File: config.mk
export PLATFORM = sky130hd
export DESIGN_NAME = wdt
export DESIGN_NICKNAME = d
export VERILOG_FILES = /design/src/rtl/wdt.sv
export SDC_FILE = /design/constraint.sdc
export NUM_CORES = 1
export LEC_CHECK = 0
export CORE_UTILIZATION = 62
export CTS_BUF_LIST = sky130_fd_sc_hd__clkbuf_8
export DETAILED_ROUTE_END_ITERATION = 6
export GPL_TIMING_DRIVEN = 0
export PLACE_DENSITY = 0.92
export SETUP_SLACK_MARGIN = 0.4
export SLEW_MARGIN = 10
export SYNTH_ARGS = -nofsm -noshare
export SYNTH_HDL_FRONTEND = slang
export SYNTH_SLANG_ARGS = --single-unit
File: constraint.sdc
create_clock -name clk -period 3.93 [get_ports clk]
set_input_delay 0.5895 -clock clk [delete_from_list [all_inputs] [get_ports clk]]
set_output_delay 0.5895 -clock clk [all_outputs]
set_load 0.01 [all_outputs]
File: src/rtl/wdt.sv
// Watchdog timer with an 8-bit CSR window (CTRL, TIMEOUT, KICK, COUNT).
// Counts down once per ce_1s tick; on expiry sets TO, optionally pulses
// wdt_rst for RST_CYCLES clocks, and can raise a level interrupt.
module wdt #(
  parameter logic [4:0]  BASE_ADDR  = 5'h04,
  parameter logic [7:0]  KICK_MAGIC = 8'h6b,
  parameter int unsigned RST_CYCLES = 16
) (
  input  logic       clk,
  input  logic       rst_n,
  input  logic       ce_1s,
  input  logic [4:0] csr_a,
  input  logic [7:0] csr_di,
  input  logic       csr_we,
  output logic [7:0] csr_do,
  output logic       wdt_rst,
  output logic       irq
);

  typedef enum logic [1:0] {IDLE, RUN, FIRE, EXPIRED} state_e;

  localparam logic [7:0] PULSE_LOAD = 8'(RST_CYCLES - 1);

  state_e     state_q, state_d;
  logic [7:0] cnt_q, cnt_d;
  logic [7:0] pcnt_q, pcnt_d;
  logic [7:0] timeout_q, timeout_d;
  logic       en_q, en_d;
  logic       lock_q, lock_d;
  logic       rst_en_q, rst_en_d;
  logic       irq_en_q, irq_en_d;
  logic       to_q, to_d;
  logic       wdt_rst_q, wdt_rst_d;
  logic       irq_q, irq_d;

  logic [5:0] ofs;
  logic       in_range;
  logic       ctrl_wr, tout_wr, kick_ok;
  logic       fire;

  // Address decode: offset is computed one bit wider so addresses below
  // the base wrap to large values and fall out of range.
  always_comb begin
    ofs      = {1'b0, csr_a} - {1'b0, BASE_ADDR};
    in_range = (ofs < 6'd4);
    ctrl_wr  = csr_we && in_range && (ofs[1:0] == 2'd0);
    tout_wr  = csr_we && in_range && (ofs[1:0] == 2'd1);
    kick_ok  = csr_we && in_range && (ofs[1:0] == 2'd2) && (csr_di == KICK_MAGIC);
  end

  // Read mux: zero outside our window so the bus can be wired-OR.
  always_comb begin
    csr_do = 8'h00;
    if (in_range) begin
      case (ofs[1:0])
        2'd0:    csr_do = {to_q, 3'b000, irq_en_q, rst_en_q, lock_q, en_q};
        2'd1:    csr_do = timeout_q;
        2'd3:    csr_do = cnt_q;
        default: csr_do = 8'h00;
      endcase
    end
  end

  // Control register next-state; LOCK makes EN/LOCK/RST_EN set-only and
  // freezes TIMEOUT.
  always_comb begin
    // NOTE: every comb output gets a default first so no path infers a latch.
    en_d      = en_q;
    lock_d    = lock_q;
    rst_en_d  = rst_en_q;
    irq_en_d  = irq_en_q;
    timeout_d = timeout_q;
    if (ctrl_wr) begin
      en_d     = csr_di[0] | (lock_q & en_q);
      lock_d   = csr_di[1] | lock_q;
      rst_en_d = csr_di[2] | (lock_q & rst_en_q);
      irq_en_d = csr_di[3];
    end
    if (tout_wr && !lock_q) timeout_d = csr_di;
  end

  // FSM, down-counter and reset-pulse timer next-state.
  always_comb begin
    state_d   = state_q;
    cnt_d     = cnt_q;
    pcnt_d    = pcnt_q;
    wdt_rst_d = 1'b0;
    fire      = 1'b0;
    case (state_q)
      IDLE: begin
        cnt_d = 8'd0;
        if (ctrl_wr && en_d) begin
          state_d = RUN;
          cnt_d   = timeout_q;
        end
      end
      RUN: begin
        // A kick beats a same-cycle tick.
        if (kick_ok) begin
          cnt_d = timeout_q;
        end else if (ce_1s) begin
          if (cnt_q == 8'd0) begin
            state_d   = FIRE;
            fire      = 1'b1;
            wdt_rst_d = rst_en_q;
            pcnt_d    = rst_en_q ? PULSE_LOAD : 8'd0;
          end else begin
            cnt_d = cnt_q - 8'd1;
          end
        end
      end
      FIRE: begin
        cnt_d = 8'd0;
        if (wdt_rst_q && (pcnt_q != 8'd0)) begin
          wdt_rst_d = 1'b1;
          pcnt_d    = pcnt_q - 8'd1;
        end else begin
          state_d = EXPIRED;
          pcnt_d  = 8'd0;
        end
      end
      EXPIRED: begin
        cnt_d = 8'd0;
        if (kick_ok) begin
          state_d = RUN;
          cnt_d   = timeout_q;
        end
      end
      default: begin
        state_d = IDLE;
        cnt_d   = 8'd0;
      end
    endcase
    // Disabling wins over everything, including a same-cycle expiry.
    if (ctrl_wr && !en_d) begin
      state_d   = IDLE;
      cnt_d     = 8'd0;
      pcnt_d    = 8'd0;
      wdt_rst_d = 1'b0;
      fire      = 1'b0;
    end
    // TO: write-1-to-clear, but a same-cycle expiry sets it.
    to_d = to_q;
    if (ctrl_wr && csr_di[7]) to_d = 1'b0;
    if (fire)                 to_d = 1'b1;
    irq_d = to_q & irq_en_q;
  end

  // State registers with asynchronous active-low reset.
  always_ff @(posedge clk or negedge rst_n) begin
    if (!rst_n) begin
      state_q   <= IDLE;
      cnt_q     <= 8'd0;
      pcnt_q    <= 8'd0;
      timeout_q <= 8'd10;
      en_q      <= 1'b0;
      lock_q    <= 1'b0;
      rst_en_q  <= 1'b0;
      irq_en_q  <= 1'b0;
      to_q      <= 1'b0;
      wdt_rst_q <= 1'b0;
      irq_q     <= 1'b0;
    end else begin
      // NOTE: non-blocking assignments so every flop samples pre-edge values.
      state_q   <= state_d;
      cnt_q     <= cnt_d;
      pcnt_q    <= pcnt_d;
      timeout_q <= timeout_d;
      en_q      <= en_d;
      lock_q    <= lock_d;
      rst_en_q  <= rst_en_d;
      irq_en_q  <= irq_en_d;
      to_q      <= to_d;
      wdt_rst_q <= wdt_rst_d;
      irq_q     <= irq_d;
    end
  end

  assign wdt_rst = wdt_rst_q;
  assign irq     = irq_q;

endmodule

; ---- After elaboration in Yosys (flattened, before gate mapping)
; Index checks and enable logic that the tools add are counted.
[word_totals]
wordCells = 95
reg_bits = 33
input_bits = 17
[classes]
bitwise = 6
magnitude_cmp = 1
add_sub_neg = 3
n_eq_ne = 15
reduce_logical = 21
muxes = 38
[op_table]
columns = cell, count
row1 = $mux 8, 12
row2 = $pmux 8 s4, 1
row3 = $pmux 8 s3, 1
row4 = $ne 3x3->1 const B, 6
row5 = $pmux 8 s2, 1
row6 = $sub 8x1->8 const B, 2
row7 = $mux 2, 7
row8 = $mux 1, 13
row9 = $logic_and 1x1->1, 10
row10 = $eq 2x2->1 const B, 4
row11 = $eq 8x7->1 const B, 1
row12 = $logic_not 8->1, 1
row13 = $ne 4x4->1 const B, 2
row14 = $pmux 2 s4, 1
row15 = $reduce_bool 8->1, 1
row16 = $lt 6x3->1 const B, 1
row17 = $reduce_and 6->1, 1
row18 = $sub 5x3->6 const B, 1
row19 = $eq 2x1->1 const B, 2
row20 = $logic_not 2->1, 2
row21 = $mux 4, 1
row22 = $reduce_and 4->1, 1
row23 = $and 1x1->1, 3
row24 = $or 1x1->1, 3
row25 = other kinds (5), 6

; ---- Depth between registers and ports, before layout
[logic_depth]
ltp_word = 9
mapped_depth = 7
depth_no_buf = 7

; ---- Worst setup path before layout
; OpenSTA, ideal clock, no wires.
[synth_path]
path_type = input port to flip-flop
start = input csr_a[0]
end = register cnt_q[4]
n_path_buf = 1
arrival_ps = 2335
cell_stages = 6
required_ps = 3806
path_slack_ps = 1472
setup_ps = 124
path_cell_list = or4b_4 > or4_4 > buf_6 > mux2_2 > a22oi_1 > o31ai_1
[synth_between]
elab_chain_len = 9
[synth_lines]
columns = item, line
row1 = start: declaration, 12  ; input logic [4:0] csr_a,
row2 = $sub 5x3->6 (*), 44  ; ofs = {1'b0, csr_a} - {1'b0, BASE_ADDR};
row3 = $lt 6x3->1, 45  ; in_range = (ofs < 6'd4);
row4 = $logic_and 1x1->1, "46, 48"
row5 = $logic_and 1x1->1, 46  ; ctrl_wr = csr_we && in_range && (ofs[1:0] == 2'd0);
row6 = $mux 1, 73  ; if (ctrl_wr) begin
row7 = $logic_and 1x1->1 / $logic_not 1->1 (equally long branches), "92, 135"
row8 = $mux 8 / $logic_and 1x1->1 (equally long branches), "92, 135"
row9 = $pmux 8 s4 / $ne 4x4->1 (equally long branches), n/a
row10 = $mux 8 / $reduce_and 2->1 (equally long branches), n/a
row11 = end signal: assignment, 166  ; cnt_q <= cnt_d;
row12 = end: declaration, 25  ; logic [7:0] cnt_q, cnt_d;
; Every way passes the cells marked *; elsewhere a longest branch is shown, timed or not.
; A chain may end at the register's enable or synchronous reset.

; ---- Worst setup path in the final report
[layout_path]
start = input csr_a[0]
end = output csr_do[3]
[layout_between]
elab_chain_len = 4
[layout_lines]
columns = item, line
row1 = $sub 5x3->6 (*), 44
row2 = branches (longest 2 deep; another with $lt 6x3->1), n/a
row3 = $mux 8 (*), 54  ; if (in_range) begin
row4 = end: declaration, 15  ; output logic [7:0] csr_do,
; Every way passes the cells marked *.

==> impl_results.md <==
- Clock skew: 0.01269 ns
- Postcts setup bufs: 0
- Asr flop ratio synth: 100.0%
- Antenna Cells: 0
- Hold Fails Final Rpt: 0
- Slew headroom: 38.68%
- Cell Count Post-Placement: 323
- Via count: 2231
- Most common cell after layout, fill and taps aside: dfrtp_1
- Largest family of logic cells by synthesized area: simple AND/OR/NAND/NOR gates
- Pleak: 1.147 nW
- Avg WL per Cell: 18.89 um
- Synth Area in XOR/XNOR: 1.540%
- Chip Height: 62.57 um
- CP bufs+invs: 3
- Register clock-pin slew on the reported worst setup and hold paths: 0.08 ns
- RSZ-0062 raised after global routing: no
- Post-Syn Instances: 251
- Initial Util: 66.59%
- Post-route cell area: 0.002704 mm2
- Final slew viol count: 0
- Post_cts resized: 0
- Clock Path Buffers: 2
- Detailed Route WL: 6251 um
- Row Count: 21
- Number of I/O pins: 27
- Post-Syn Area per Cell: 9.062 um2
- Most frequent cells in the layout: dfrtp_1, nand2_1, clkdlybuf4s50_1
- 1st-pass router iterations: 5
- Core ar.: 0.003416 mm2
- First-pass GRT wire length: 10530 um
- Top cell family by delay on the critical path: buffers and inverters
- Final GP Congestion: 0.9701
- Final #Nets: 310
- Critical path's slowest cell: clkdlybuf4s50_1
- Detailed Route Iter0 Violations: 249
- Setup TNS: 0 ns
- Worst vdd ir: 0.0004519 V
- Remaining DRCs: 0
- Pwr/cell area: 620.4 mW/mm2
- Period utilization: 80.85%
- Total gr overflow: 0
- Yosys Warn Count: 0
- Status: finished, final reports clean
- Setup-failing EPs final: 0
- Post-DRT Antenna Nets: 0
- Vias in the first global route: 2187
- Worst hold path class: input pin to asynchronous set/reset pin
- Worst-Skew Late Latency: 0.29 ns
- Largest net degree at the start of global routing: 34
- Number of CTS-inserted buffers: 5
- Post-synthesis sequential area ratio: 36.41%
- DR vias/cell: 6.740
- Cell Area, Placed: 0.002587 mm2
- Post-synth cell types: 54
- FILL cells: 221
- Mapped Area: 0.002275 mm2
- Post-synthesis adder-cell area fraction: 4.950%
- Post-synthesis net count: 277
- Total GRT Usage: 34.50%
- CP Data Required Time: 3.34 ns
- CP cell instances: clkdlybuf4s50_1 > buf_1 > mux2i_1 > nor2_1 > a31oi_1 > nor2_1 > clkdlybuf4s50_1
- Clock root cell: clkbuf_8
- Critical Path Sink Type: primary output
- Die area: 0.003915 mm2
- Initial antenna violation count: 0
- Post-route insts no fill: 331
- FMAX: 314.7 MHz
- Final period demand of the worst path: 3.178 ns
- CP max stage delay: 0.53 ns
- CTS hold repair buffers: 0
- Crit path kind: input pin to primary output
- Layout cells sized above 1: 10.53%
- Top_reg_cell synth: dfrtp_1
- Synth Area in Compound Gates: 20.24%
- Post-Synth Simple-Gate Area: 23.10%
- CP max FO: 10
- Post-synthesis mux area share: 9.791%
- CTS Sinks: 33
- Flops & latches, synth: 33
- I/O Buffers: 26
- Die W: 62.57 um
- Max_cap viols: 0
- Critical path data arrival time: 2.59 ns
- CTS tree: done
- Startpoint types: input pin
- Number of synthesized flops with an enable pin: 0
- Worst slew pin tran: 0.9071 ns
- Synth-to-layout area growth: 18.87%
- Final HPWL DP: 4493 um
- H-tree depth: 2
==> metal layers <==
| metal | track usage [%] | wire, um | share of wire [%] |
|---|---|---|---|
| met1 | 45.53 | 2540 | 41 |
| met5 | 0 | 0 | 0 |
| met2 | 55.98 | 2987 | 48 |
| met4 | 11.63 | 213 | 3.4 |
| met3 | 7.664 | 509 | 8.1 |
==> cells by family (layout without fill, tap and decap cells) <==
logic type	Yosys count	in the layout
AO/OA/AOI/OAI	62	62
XOR/XNOR	4	4
adder cells (fa/ha/maj)	9	9
buffers and inverters	22	56
flip-flops	33	33
multiplexers	21	21
AND/OR/NAND/NOR	100	100
==> power by group <==
part	internal [mW]	total, mW	switching [mW]
Clock	0.204	0.328	0.124
Combinational	0.355	0.807	0.452
Sequential	0.428	0.542	0.113
Total	0.988	1.68	0.690
==> layout make-up <==
| type | instances | area (um2) | area share, % |
|---|---|---|---|
| Sequential cell | 33 | 828.3 | 30.63 |
| Timing Repair Buffer | 26 | 255.2 | 9.440 |
| Clock inverter | 2 | 33.78 | 1.249 |
| Inverter | 13 | 48.80 | 1.805 |
| Clock buffer | 6 | 82.58 | 3.054 |
| Multi-Input combinational cell | 196 | 1356 | 50.16 |
| Buffer | 9 | 41.29 | 1.527 |
| Tap cell | 46 | 57.56 | 2.129 |
==> final timing paths <==
path | startpoint | end | slack (ns) | cells past startpoint
setup / recovery | csr_a[0] | csr_do[3] | 0.75 | 7
hold / removal | rst_n | timeout_q[5] | 0.34 | 1
setup reg to reg | cnt_q[0] | pcnt_q[6] | 1.50 | 7
hold reg to reg | pcnt_q[5] | pcnt_q[5] | 0.49 | 1
max in group asynchronous | rst_n | pcnt_q[7] | 3.10 | 1
min in group clk | pcnt_q[5] | pcnt_q[5] | 0.49 | 1
==> per-stage QoR <==
| step | utilization [%] | setup WS [ns] | hold WS, ns | power (mW) |
|---|---|---|---|---|
| final | 79.16 | 0.7524 | 0.3448 | 1.677 |
| after global routing | 79.16 | 0.6364 | 0.4171 | 1.799 |
| after CTS | 79.16 | 0.7610 | 0.3813 | 1.657 |
| after detailed placement | 75.75 | 0.7746 | 0.4753 | 1.321 |
| after global placement | 75.90 | 0.7934 | 0.4766 | 1.282 |
| after floorplan | - | 1.472 | 0.2939 | 1.108 |
==> worst register-to-register path, stage by stage, from the launching register on <==
cell and delay (ns):
dfrtp_1 0.43, inv_1 0.08, ha_1 0.21, nor4b_1 0.34, nand3_1 0.25, o221ai_1 0.53
nand3_1 0.22, o31ai_1 0.28
==> cell usage after synthesis, types with 4 or more instances <==
library cell   n  share of area [%]
o21ai_0       10                2.2
o31ai_1        4                1.3
nand2b_1       4                1.1
ha_1           9                5.0
nand3_1       11                2.4
nor2b_1        4                1.1
nand2_1       27                4.5
or3_1          4                1.1
o2bb2ai_1      5                1.9
dfrtp_1       31                 34
mux2i_1       11                4.8
mux2_2        10                5.0
nor2_1        23                3.8
clkbuf_1       6               0.99
a31oi_1       12                3.3
a32o_1         5                2.2
inv_1         13                2.1
a21oi_1        6                1.3
==> sequential cells by signal, summed over array words and instances (netlist names) <==
name       flops
irq_en_q       1
rst_en_q       1
state_q        2
lock_q         1
cnt_q          8
irq            1
pcnt_q         8
timeout_q      8
to_q           1
en_q           1
wdt_rst        1
Power figures use the tool's default switching activity.
==> RTL change, RTL diff (config.mk and constraints unchanged) <==
The 4 states of `state_e` get a one-hot encoding in 4 bits.
--- a/src/rtl/wdt.sv
+++ b/src/rtl/wdt.sv
@@ -17,7 +17,7 @@
   output logic       irq
 );
 
-  typedef enum logic [1:0] {IDLE, RUN, FIRE, EXPIRED} state_e;
+  typedef enum logic [3:0] {IDLE = 4'b0001, RUN = 4'b0010, FIRE = 4'b0100, EXPIRED = 4'b1000} state_e;
 
   localparam logic [7:0] PULSE_LOAD = 8'(RST_CYCLES - 1);
 
Check against the original RTL: no difference found for any inputs over 4 cycles, from zero or initial values and one cycle with rst_n low; so few cycles prove little.
==> RTL change against the original RTL <==
Worst setup slack got worse by 0.0051 ns; global-route usage decreased by 2.1 points; sequential cell count increased by 2; synthesized area decreased by 1.0%; largest cell class unchanged; critical path type unchanged; maximum frequency decreased by 0.16%; wire length decreased by 9.4%; final area decreased by 2.3%.
Power is not compared: it rests on default switching activity, and its combinational part moved more than twofold at a synthesized area within 25%.
==> RTL change: results (changes against the original RTL) <==
[critical_path] Worst R2R Start state_q[3]$_DFFE_PN0P_
[drt] routed len/inst 17.4 um [-7.7%]
[logic_synthesis] most instantiated cells after synthesis dfrtp_1, nor2_1, o21ai_0, nand2_1
[cells_and_area] share of cell area taken by flip-flops and latches 0.333 [+0.0267]
[drt] number of iterations in the first detailed-routing pass 4 [-1]
[critical_path] R2R Path End pcnt_q[0]$_DFFE_PN0P_
[sta] transition at the pin with the smallest max-transition slack 0.961 ns [+0.0544 ns]
[logic_synthesis] post-synthesis sequential area ratio 0.391 [+0.0266]
[cells_and_area] multi-input gate share of the layout cell area 0.481 [-0.0203]
[placement] HPWL after detailed placement 4070 um [-9.4%]
[placement] # port buffers 25 [-3.8%]
[outcome] run status finished, final reports clean
[grt] first-pass GRT wire length 9710 um [-7.8%]
[critical_path] capturing element of the worst setup path csr_do[1]
[logic_synthesis] cells taking the most area after synthesis dfrtp_1, mux2_2, nor2_1
[cells_and_area] final net count 300 [-3.2%]
[grt] Tot GR Track Use 0.324 [-0.0212]
[cells_and_area] total of plain and repair buffers excluding clock buffers 37 [+5.7%]
[drt] post-detailed-route via-to-cell ratio 6.38 [-5.3%]
[logic_synthesis] adder and majority cell fraction of the synthesized area 0.0222 [-0.0273]
[sta] hold_ws 0.383 ns [+0.0382 ns]
[sta] worst setup skew after layout 0.00552 ns [-0.00718 ns]
[cells_and_area] fraction of layout cells with a size suffix above 1 0.122 [+0.0166]
[cells_and_area] #MultiIn Comb 188 [-4.1%]
[drt] drt first-iter violations 267 [+7.2%]
[RTL change: critical path, stage by stage]
cell,delay [ns]
clkdlybuf4s50_1,0.53
buf_1,0.44
mux2i_1,0.27
nor2_1,0.06
a31oi_1,0.16
nor2_1,0.07
clkdlybuf4s50_1,0.48
[RTL change: power by group through the flow]
stage               logic, uW  registers [uW]  clock network, uW
floorplan                 268             492                  0
global placement          337             509                  0
detailed placement        352             515                  0
CTS                       360             509                263
global route              406             523                287
finish                    364             512                265
[RTL change: metal layers]
layer | global-route usage | up-vias | wire [um]
met5 | 0 | - | 0
met1 | 0.447 | 1008 | 2460
met2 | 0.515 | 82 | 2720
li1 | - | 979 | -
met3 | 0.0496 | 6 | 428
met4 | 0.122 | 0 | 53
[RTL change: metrics by stage]
stage	worst slack [ns]	area (um^2)	total power [uW]	cells
finish	0.747	2640	1140	325
global route	0.678	2640	1220	325
CTS	0.765	2640	1130	325
detailed placement	0.758	2550	867	318
global placement	0.797	2560	846	318
floorplan	1.39	2250	760	247
